`src/rtl/issueint_pkg.sv`:
```
// Shared opcode encodings for the integer issue/execute unit.
package issueint_pkg;

   localparam int unsigned OPC_W = 4;

   typedef logic [OPC_W-1:0] opc_t;

   localparam opc_t OPC_ADD  = 4'b0000;
   localparam opc_t OPC_ADDU = 4'b0001;
   localparam opc_t OPC_SUB  = 4'b0010;
   localparam opc_t OPC_SUBU = 4'b0011;
   localparam opc_t OPC_AND  = 4'b0100;
   localparam opc_t OPC_OR   = 4'b0101;
   localparam opc_t OPC_NOR  = 4'b0111;
   localparam opc_t OPC_SLT  = 4'b1010;
   localparam opc_t OPC_SLTU = 4'b1011;

endpackage

```
`src/rtl/issueint_alu.sv`:
```
// Combinational integer ALU: result, carry/no-borrow and signed overflow.
module issueint_alu
   import issueint_pkg::*;
#(
   parameter int unsigned DATA_W = 32
) (
   input  opc_t              i_opcode,
   input  logic [DATA_W-1:0] i_a,
   input  logic [DATA_W-1:0] i_b,
   output logic [DATA_W-1:0] o_data,
   output logic              o_carry,
   output logic              o_ovf
);

   localparam int unsigned MSB = DATA_W - 1;

   logic [DATA_W:0] w_sum;
   logic [DATA_W:0] w_diff;
   logic            w_slt;
   logic            w_sltu;

   // Top bit of w_diff is the borrow out of the unsigned subtraction.
   assign w_sum  = {1'b0, i_a} + {1'b0, i_b};
   assign w_diff = {1'b0, i_a} - {1'b0, i_b};
   assign w_slt  = $signed(i_a) < $signed(i_b);
   assign w_sltu = i_a < i_b;

   always_comb begin
      o_data  = '0;
      o_carry = 1'b0;
      o_ovf   = 1'b0;
      case (i_opcode)
         OPC_ADD: begin
            o_data  = w_sum[MSB:0];
            o_carry = w_sum[DATA_W];
            o_ovf   = (i_a[MSB] == i_b[MSB]) && (w_sum[MSB] != i_a[MSB]);
         end
         OPC_ADDU: begin
            o_data  = w_sum[MSB:0];
            o_carry = w_sum[DATA_W];
         end
         OPC_SUB: begin
            o_data  = w_diff[MSB:0];
            o_carry = ~w_diff[DATA_W];
            o_ovf   = (i_a[MSB] != i_b[MSB]) && (w_diff[MSB] != i_a[MSB]);
         end
         OPC_SUBU: begin
            o_data  = w_diff[MSB:0];
            o_carry = ~w_diff[DATA_W];
         end
         OPC_AND:  o_data = i_a & i_b;
         OPC_OR:   o_data = i_a | i_b;
         OPC_NOR:  o_data = ~(i_a | i_b);
         OPC_SLT:  o_data = {{(DATA_W-1){1'b0}}, w_slt};
         OPC_SLTU: o_data = {{(DATA_W-1){1'b0}}, w_sltu};
         default: ;
      endcase
   end

endmodule

```
`src/rtl/issueint_pipe.sv`:
```
// Elastic STAGES-deep integer execute pipe feeding the CDB arbiter.
// Optional squash of all in-flight ops via the flush port under `ISSUEINT_FLUSH_EN.
module issueint_pipe
   import issueint_pkg::*;
#(
   parameter int unsigned DATA_W = 32,
   parameter int unsigned TAG_W  = 6,
   parameter int unsigned STAGES = 2
) (
   input  logic              clk,
   input  logic              reset,
   input  logic              in_valid,
   output logic              in_ready,
   input  logic [OPC_W-1:0]  in_opcode,
   input  logic [DATA_W-1:0] in_rsdata,
   input  logic [DATA_W-1:0] in_rtdata,
   input  logic [TAG_W-1:0]  in_rdtag,
   output logic              out_valid,
   input  logic              out_ready,
   output logic [DATA_W-1:0] out_data,
   output logic [TAG_W-1:0]  out_rdtag,
   output logic              out_carry,
   output logic              out_overflow,
   output logic              busy
`ifdef ISSUEINT_FLUSH_EN
   ,
   input  logic              flush
`endif
);

   if (STAGES < 1 || STAGES > 4) begin : g_bad_stages
      $error("issueint_pipe: STAGES must be in 1..4");
   end
   if (DATA_W < 8) begin : g_bad_width
      $error("issueint_pipe: DATA_W must be at least 8");
   end

   logic [STAGES-1:0] r_v;
   logic [STAGES-1:0] r_carry;
   logic [STAGES-1:0] r_ovf;
   logic [DATA_W-1:0] r_data [STAGES];
   logic [TAG_W-1:0]  r_tag  [STAGES];

   logic [STAGES-1:0] w_ready;
   logic [DATA_W-1:0] w_alu_data;
   logic              w_alu_carry;
   logic              w_alu_ovf;
   logic              w_flush;

`ifdef ISSUEINT_FLUSH_EN
   assign w_flush = flush;
`else
   assign w_flush = 1'b0;
`endif

   issueint_alu #(.DATA_W(DATA_W)) u_alu (
      .i_opcode (in_opcode),
      .i_a      (in_rsdata),
      .i_b      (in_rtdata),
      .o_data   (w_alu_data),
      .o_carry  (w_alu_carry),
      .o_ovf    (w_alu_ovf)
   );

   genvar k;
   for (k = 0; k < STAGES; k++) begin : g_stage
      // Stage k may advance if the output drains or any stage from k onward is empty.
      assign w_ready[k] = out_ready | ~&r_v[STAGES-1:k];

      if (k == 0) begin : g_head
         always_ff @(posedge clk or posedge reset) begin
            if (reset) begin
               r_v[0]     <= 1'b0;
               r_data[0]  <= '0;
               r_tag[0]   <= '0;
               r_carry[0] <= 1'b0;
               r_ovf[0]   <= 1'b0;
            end else if (w_flush) begin
               r_v[0] <= 1'b0;
            end else if (w_ready[0]) begin
               r_v[0] <= in_valid;
               if (in_valid) begin
                  r_data[0]  <= w_alu_data;
                  r_tag[0]   <= in_rdtag;
                  r_carry[0] <= w_alu_carry;
                  r_ovf[0]   <= w_alu_ovf;
               end
            end
         end
      end else begin : g_delay
         always_ff @(posedge clk or posedge reset) begin
            if (reset) begin
               r_v[k]     <= 1'b0;
               r_data[k]  <= '0;
               r_tag[k]   <= '0;
               r_carry[k] <= 1'b0;
               r_ovf[k]   <= 1'b0;
            end else if (w_flush) begin
               r_v[k] <= 1'b0;
            end else if (w_ready[k]) begin
               r_v[k] <= r_v[k-1];
               if (r_v[k-1]) begin
                  r_data[k]  <= r_data[k-1];
                  r_tag[k]   <= r_tag[k-1];
                  r_carry[k] <= r_carry[k-1];
                  r_ovf[k]   <= r_ovf[k-1];
               end
            end
         end
      end
   end

   assign in_ready     = w_ready[0] & ~w_flush;
   assign out_valid    = r_v[STAGES-1];
   assign out_data     = r_data[STAGES-1];
   assign out_rdtag    = r_tag[STAGES-1];
   assign out_carry    = r_carry[STAGES-1];
   assign out_overflow = r_ovf[STAGES-1];
   assign busy         = |r_v;

endmodule

```
`config.mk`:
```
export PLATFORM = sky130hd
export DESIGN_NAME = issueint_pipe
export DESIGN_NICKNAME = d
export VERILOG_FILES = /design/src/rtl/issueint_pkg.sv /design/src/rtl/issueint_alu.sv /design/src/rtl/issueint_pipe.sv
export SDC_FILE = /design/constraint.sdc
export NUM_CORES = 1
export LEC_CHECK = 0
export ABC_AREA = 1
export ABC_CLOCK_PERIOD_IN_PS = 3500
export CAP_MARGIN = 20
export CORE_MARGIN = 10
export CORE_UTILIZATION = 40
export CTS_BUF_LIST = sky130_fd_sc_hd__clkbuf_16
export DETAILED_ROUTE_END_ITERATION = 10
export GPL_TIMING_DRIVEN = 0
export HOLD_SLACK_MARGIN = 0.05
export PLACE_DENSITY_LB_ADDON = 0.15
export RECOVER_POWER = 100
export SYNTH_ARGS = -nofsm -noshare
export SYNTH_HDL_FRONTEND = slang
export SYNTH_SLANG_ARGS = --single-unit
```
`constraint.sdc`:
```
create_clock -name clk -period 3.5 [get_ports clk]
set_input_delay 0.525 -clock clk [delete_from_list [all_inputs] [get_ports clk]]
set_output_delay 0.525 -clock clk [all_outputs]
set_load 0.03 [all_outputs]
```
# Word level (Yosys, flattened, before mapping)
# Index checks and enable logic that the tools add are counted.
[op_classes]
muxes = 3
n_eq_ne = 12
n_addsub = 2
n_reduce_logical = 11
bitwise_logic = 6
order_cmp = 2
[op_table]
columns = ["cell", "n"]
rows = [
  ["$pmux W32 S7", 1],
  ["$lt A32 B32 Y1", 2],
  ["$add A32 B32 Y33", 1],
  ["$sub A32 B32 Y33", 1],
  ["$and A32 B32 Y32", 1],
  ["$not A32 Y32", 1],
  ["$or A32 B32 Y32", 1],
  ["$eq A4 B3 Y1 const B", 3],
  ["$eq A4 B2 Y1 const B", 2],
  ["$eq A4 B4 Y1 const B", 2],
  ["$reduce_and A2 Y1", 3],
  ["$reduce_or A2 Y1", 3],
  ["$eq A4 B1 Y1 const B", 1],
  ["$logic_not A4 Y1", 1],
  ["$pmux W1 S2", 2],
  ["$ne A1 B1 Y1", 3],
  ["$logic_and A1 B1 Y1", 2],
  ["$logic_not A1 Y1", 2],
  ["$or A1 B1 Y1", 2],
  ["$eq A1 B1 Y1", 1],
  ["$not A1 Y1", 1],
]
[word_totals]
regBits = 82
output_inout_bits = 43
input_bits = 78

# Longest topological paths before layout
[logic_depth]
ltp_word = 4
depth_mapped = 19
mapped_depth_nobuf = 18

# Cells and area by module
# A second synthesis with hierarchy kept.
[hier_totals]
hier_cells = 1715
hier_area_um2 = 10117.2
[modules_own_cells]
columns = ["mod", "area_per_inst_um2", "cells_per_inst", "seq_area_each_um2", "n_inst"]
rows = [
  ["issueint_alu", 6576.3, 1320, 0.0, 1],
  ["issueint_pipe", 3540.9, 395, 2052.0, 1],
]

# Worst setup path before layout
# No wires, ideal clock.
[synth_timing]
path_type = "input -> register"
start = "in in_rsdata[0]"
end = "reg r_data[62] (netlist bit)"
stages = 14
setup_ps = 117
path_buffers = 0
arrival_ps = 2027
path_slack_ps = 1357
cell_sequence = "ha_1 -> fa_1 -> nand3_1 -> nand3_2 -> nand2_1 -> nand2_1 -> nand2_1 -> nand2_2 -> nand2_1 -> nand3_1 -> nand3_1 -> nand3_1 -> nand2_1 -> nand2_1"
[synth_between]
elab_chain_len = 2
word_cells_on_any_way = 3
cone_classes = "add/sub (2); mux (1)"
[synth_rtl]
columns = ["item", "line_no", "source"]
rows = [
  ["start: declaration", "issueint_pipe.sv:15", "input logic [DATA_W-1:0] in_rsdata,"],
  ["$sub A32 B32 Y33 or $add A32 B32 Y33 (tied branches)", "issueint_alu.sv:24, issueint_alu.sv:23", ""],
  ["$pmux W32 S7 *", "issueint_alu.sv:32", "case (i_opcode)"],
  ["end: declaration", "issueint_pipe.sv:41", "logic [DATA_W-1:0] r_data [STAGES];"],
]
# Every way passes the cells marked *; elsewhere a longest branch is shown, timed or not.
# A chain may end at the register's enable or synchronous reset.

# Worst setup path after layout
[layout_timing]
start = "in in_rsdata[0]"
end = "reg r_data[54] (netlist bit)"
# The elaborated chain is that of the path after synthesis.

==> results_dict.tcl <==
set metrics [dict create \
    path_clk_slew_ns 0.06 \
    synth-seq-cells 82 \
    groute.layer.met3.usage 0.0400 \
    use_met1 0.291 \
    use_met2 0.354 \
    clock.fmax_mhz 318 \
    cts_resized 0 \
    gr-total-overflow 0 \
    io_pins 121 \
    rsz0062_at_grt "no" \
    drcViolationCount 0 \
    peakVddDrop_uv 362 \
    core_region_area_mm2 0.0252 \
    yosysWarningCount 0 \
    cts_hold_buf 0 \
    final_common_cell "nand2_1" \
    wirelength_mm 36.8 \
    critPathArrivalTime_ns 3.36 \
    status "complete, but fails checks" \
    finalCritPeriodShare 0.898 \
    clkSinkCount 82 \
    ys_types 45 \
    ctsLongestPathBuffers 2 \
    hpwl_mm 30.6 \
    slowest_stage "dlygate4sd3_1" \
    grt_pass1_vias 10400 \
    cts_setup_buffers 0 \
    ys.flop_type "dfrtp_1" \
    cp_top_family "simple AND/OR/NAND/NOR gates" \
    gp_congestion 0.941 \
    async_reset_ff_frac 1.00 \
    syn-num-nets 1863 \
    grt_max_degree 68 \
    power_density_mw_per_mm2 336 \
    row_count 58 \
    period_needed_ns 3.14 \
    vias 10700 \
    worstMarginPinSlew_ns 1.58 \
    grt_busiest_layer "met2" \
    grt_pass1_wl_mm 56.9 \
    cts-buffers-inserted 9 \
    violations "max-capacitance violations, max-slew violations" \
    ant_nets 0 \
    drive_above_1_share 0.0898 \
    io_buffer_count 120 \
    power_leakage_nw 6.86 \
    worstSetupPathType "primary input to register" \
    diodes 0 \
    path_max_fanout 5 \
    power_mw 4.08 \
    fin_ws_ns 0.356 \
    gr-usage-all-layers 0.219 \
    htreeDepth 3 \
    max_cap_viol_count 1 \
    avgRoutedWirePerCell_um 17.1 \
    dieWidth_um 180 \
    slew_viol_final 68 \
    insertion_delay_ns 0.33 \
    slew_headroom -0.0524 \
    antenna_found_initial 1 \
    dr.first_iter.drc_count 939 \
    worstPathBufferInverterCount 1 \
    dr.pass1.iters 6 \
    cts_tree "built" \
    ys_seq_area_frac 0.200 \
    hold_class "register to register" \
    root_buffer "clkbuf_16" \
    synth-edff-count 0 \
    finalNetCount 1995 \
    cp.required_ns 3.72 \
    critPathMaxStageDelay_ns 0.59 \
    cp-end-kind "register" \
    via_per_inst 5.00 \
    path_cells "dlygate4sd3_1, ha_1, fa_1, nand3_1, nand3_2, nand2_1, nand2_1, nand2_1, nand2_1, nand2_1, nand3_1, nand3_1, nand3_1, nand2_1, nand2_1" \
    worst_path_most_repeated_cell "nand2_1" \
    place_ws_ns 0.270 \
    dieHeight_um 180 \
    initial_core_util 0.407 \
    crit_path_start_kind "primary input" \
    fin_util 0.482 \
    synthesis.area_mm2 0.0102 \
    synth.avg_cell_area_um2 6.10 \
    final_cell_mix "544 x nand2_1, 320 x inv_1, 133 x nand3_1" \
    area_growth_pct 18.6 \
    fp.dieArea_mm2 0.0324 \
    postSynthCellCount 1678 \
    setup_viol 0 \
    hold_violations 0 \
    final.setup_skew_ns 0.00352 \
]
==> final cells by class <==
| cell class | instances | area [µm²] |
|---|---|---|
| Clock inverter | 7 | 93.8 |
| Inverter | 331 | 1240 |
| Buffer | 91 | 589 |
| Tap cell | 330 | 413 |
| Multi-Input combinational cell | 1174 | 6320 |
| Clock buffer | 9 | 225 |
| Timing Repair Buffer | 121 | 1210 |
| Sequential cell | 82 | 2050 |
| Fill cell | 2700 | 13000 |
==> tightest hold or removal path: cells and delay by family (launching register included) <==
kind | cells | cell delay, ns
DFF | 1 | 0.33
and+or+nand+nor | 2 | 0.10
==> power by group <==
part	internal, mW	switching, mW
combinational	0.718	1.18
sequential	1.11	0.0761
clock	0.623	0.366
total	2.45	1.62
==> flip-flops by register name, summed over array words and instances (netlist names) <==
name,flops
out_valid,1
r_carry,1
r_data,32
r_ovf,1
r_tag,6
out_rdtag,6
out_data,32
r_v,1
out_overflow,1
out_carry,1
==> routing by layer <==
| metal | routed length (µm) | up-vias |
|---|---|---|
| li1 | - | 5424 |
| met1 | 17100 | 4924 |
| met2 | 16100 | 327 |
| met3 | 2580 | 48 |
| met4 | 894 | 2 |
| met5 | 13 | - |
==> cell families after synthesis <==
| group | synth area share |
|---|---|
| mux | 0.0253 |
| compound gates | 0.0993 |
| flops | 0.200 |
| xor+xnor | 0.000855 |
| buf+inv | 0.180 |
| simple gates | 0.362 |
| fa+ha+maj | 0.132 |
==> worst paths after layout <==
kind,from,slack [ns],to,cells past startpoint
max,in_rsdata[0],0.36,r_data[54],15
min,r_tag[8],0.47,r_tag[8],2
max reg2reg,out_valid,1.54,r_tag[10],7
min reg2reg,r_tag[8],0.47,r_tag[8],2
max in group asynchronous,reset,0.86,r_data[58],3
min in group asynchronous,reset,0.72,out_data[4],2
==> cell usage after synthesis, types with 19 or more instances <==
master | instances | area (µm²)
mux2_2 | 23 | 259
inv_1 | 320 | 1200
buf_2 | 19 | 95.1
o21ai_0 | 63 | 315
nand3_1 | 130 | 651
nand2_1 | 541 | 2030
buf_4 | 48 | 360
dfrtp_1 | 82 | 2050
a21oi_1 | 53 | 265
nand4_1 | 21 | 131
ha_1 | 105 | 1310
nor2_1 | 111 | 417
==> through the flow <==
step	hold WS, ns	std cells	area [µm²]	TNS, ns
5_1_grt	0.502	2145	12100	0
2_1_floorplan	0.438	1678	10200	0
3_3_place_gp	0.451	2128	11900	-30.59
4_1_cts	0.472	2145	12200	0
6_report	0.468	2145	12100	0
3_5_place_dp	0.460	2129	11900	0
No activity file was read; power rests on OpenSTA's default activity.
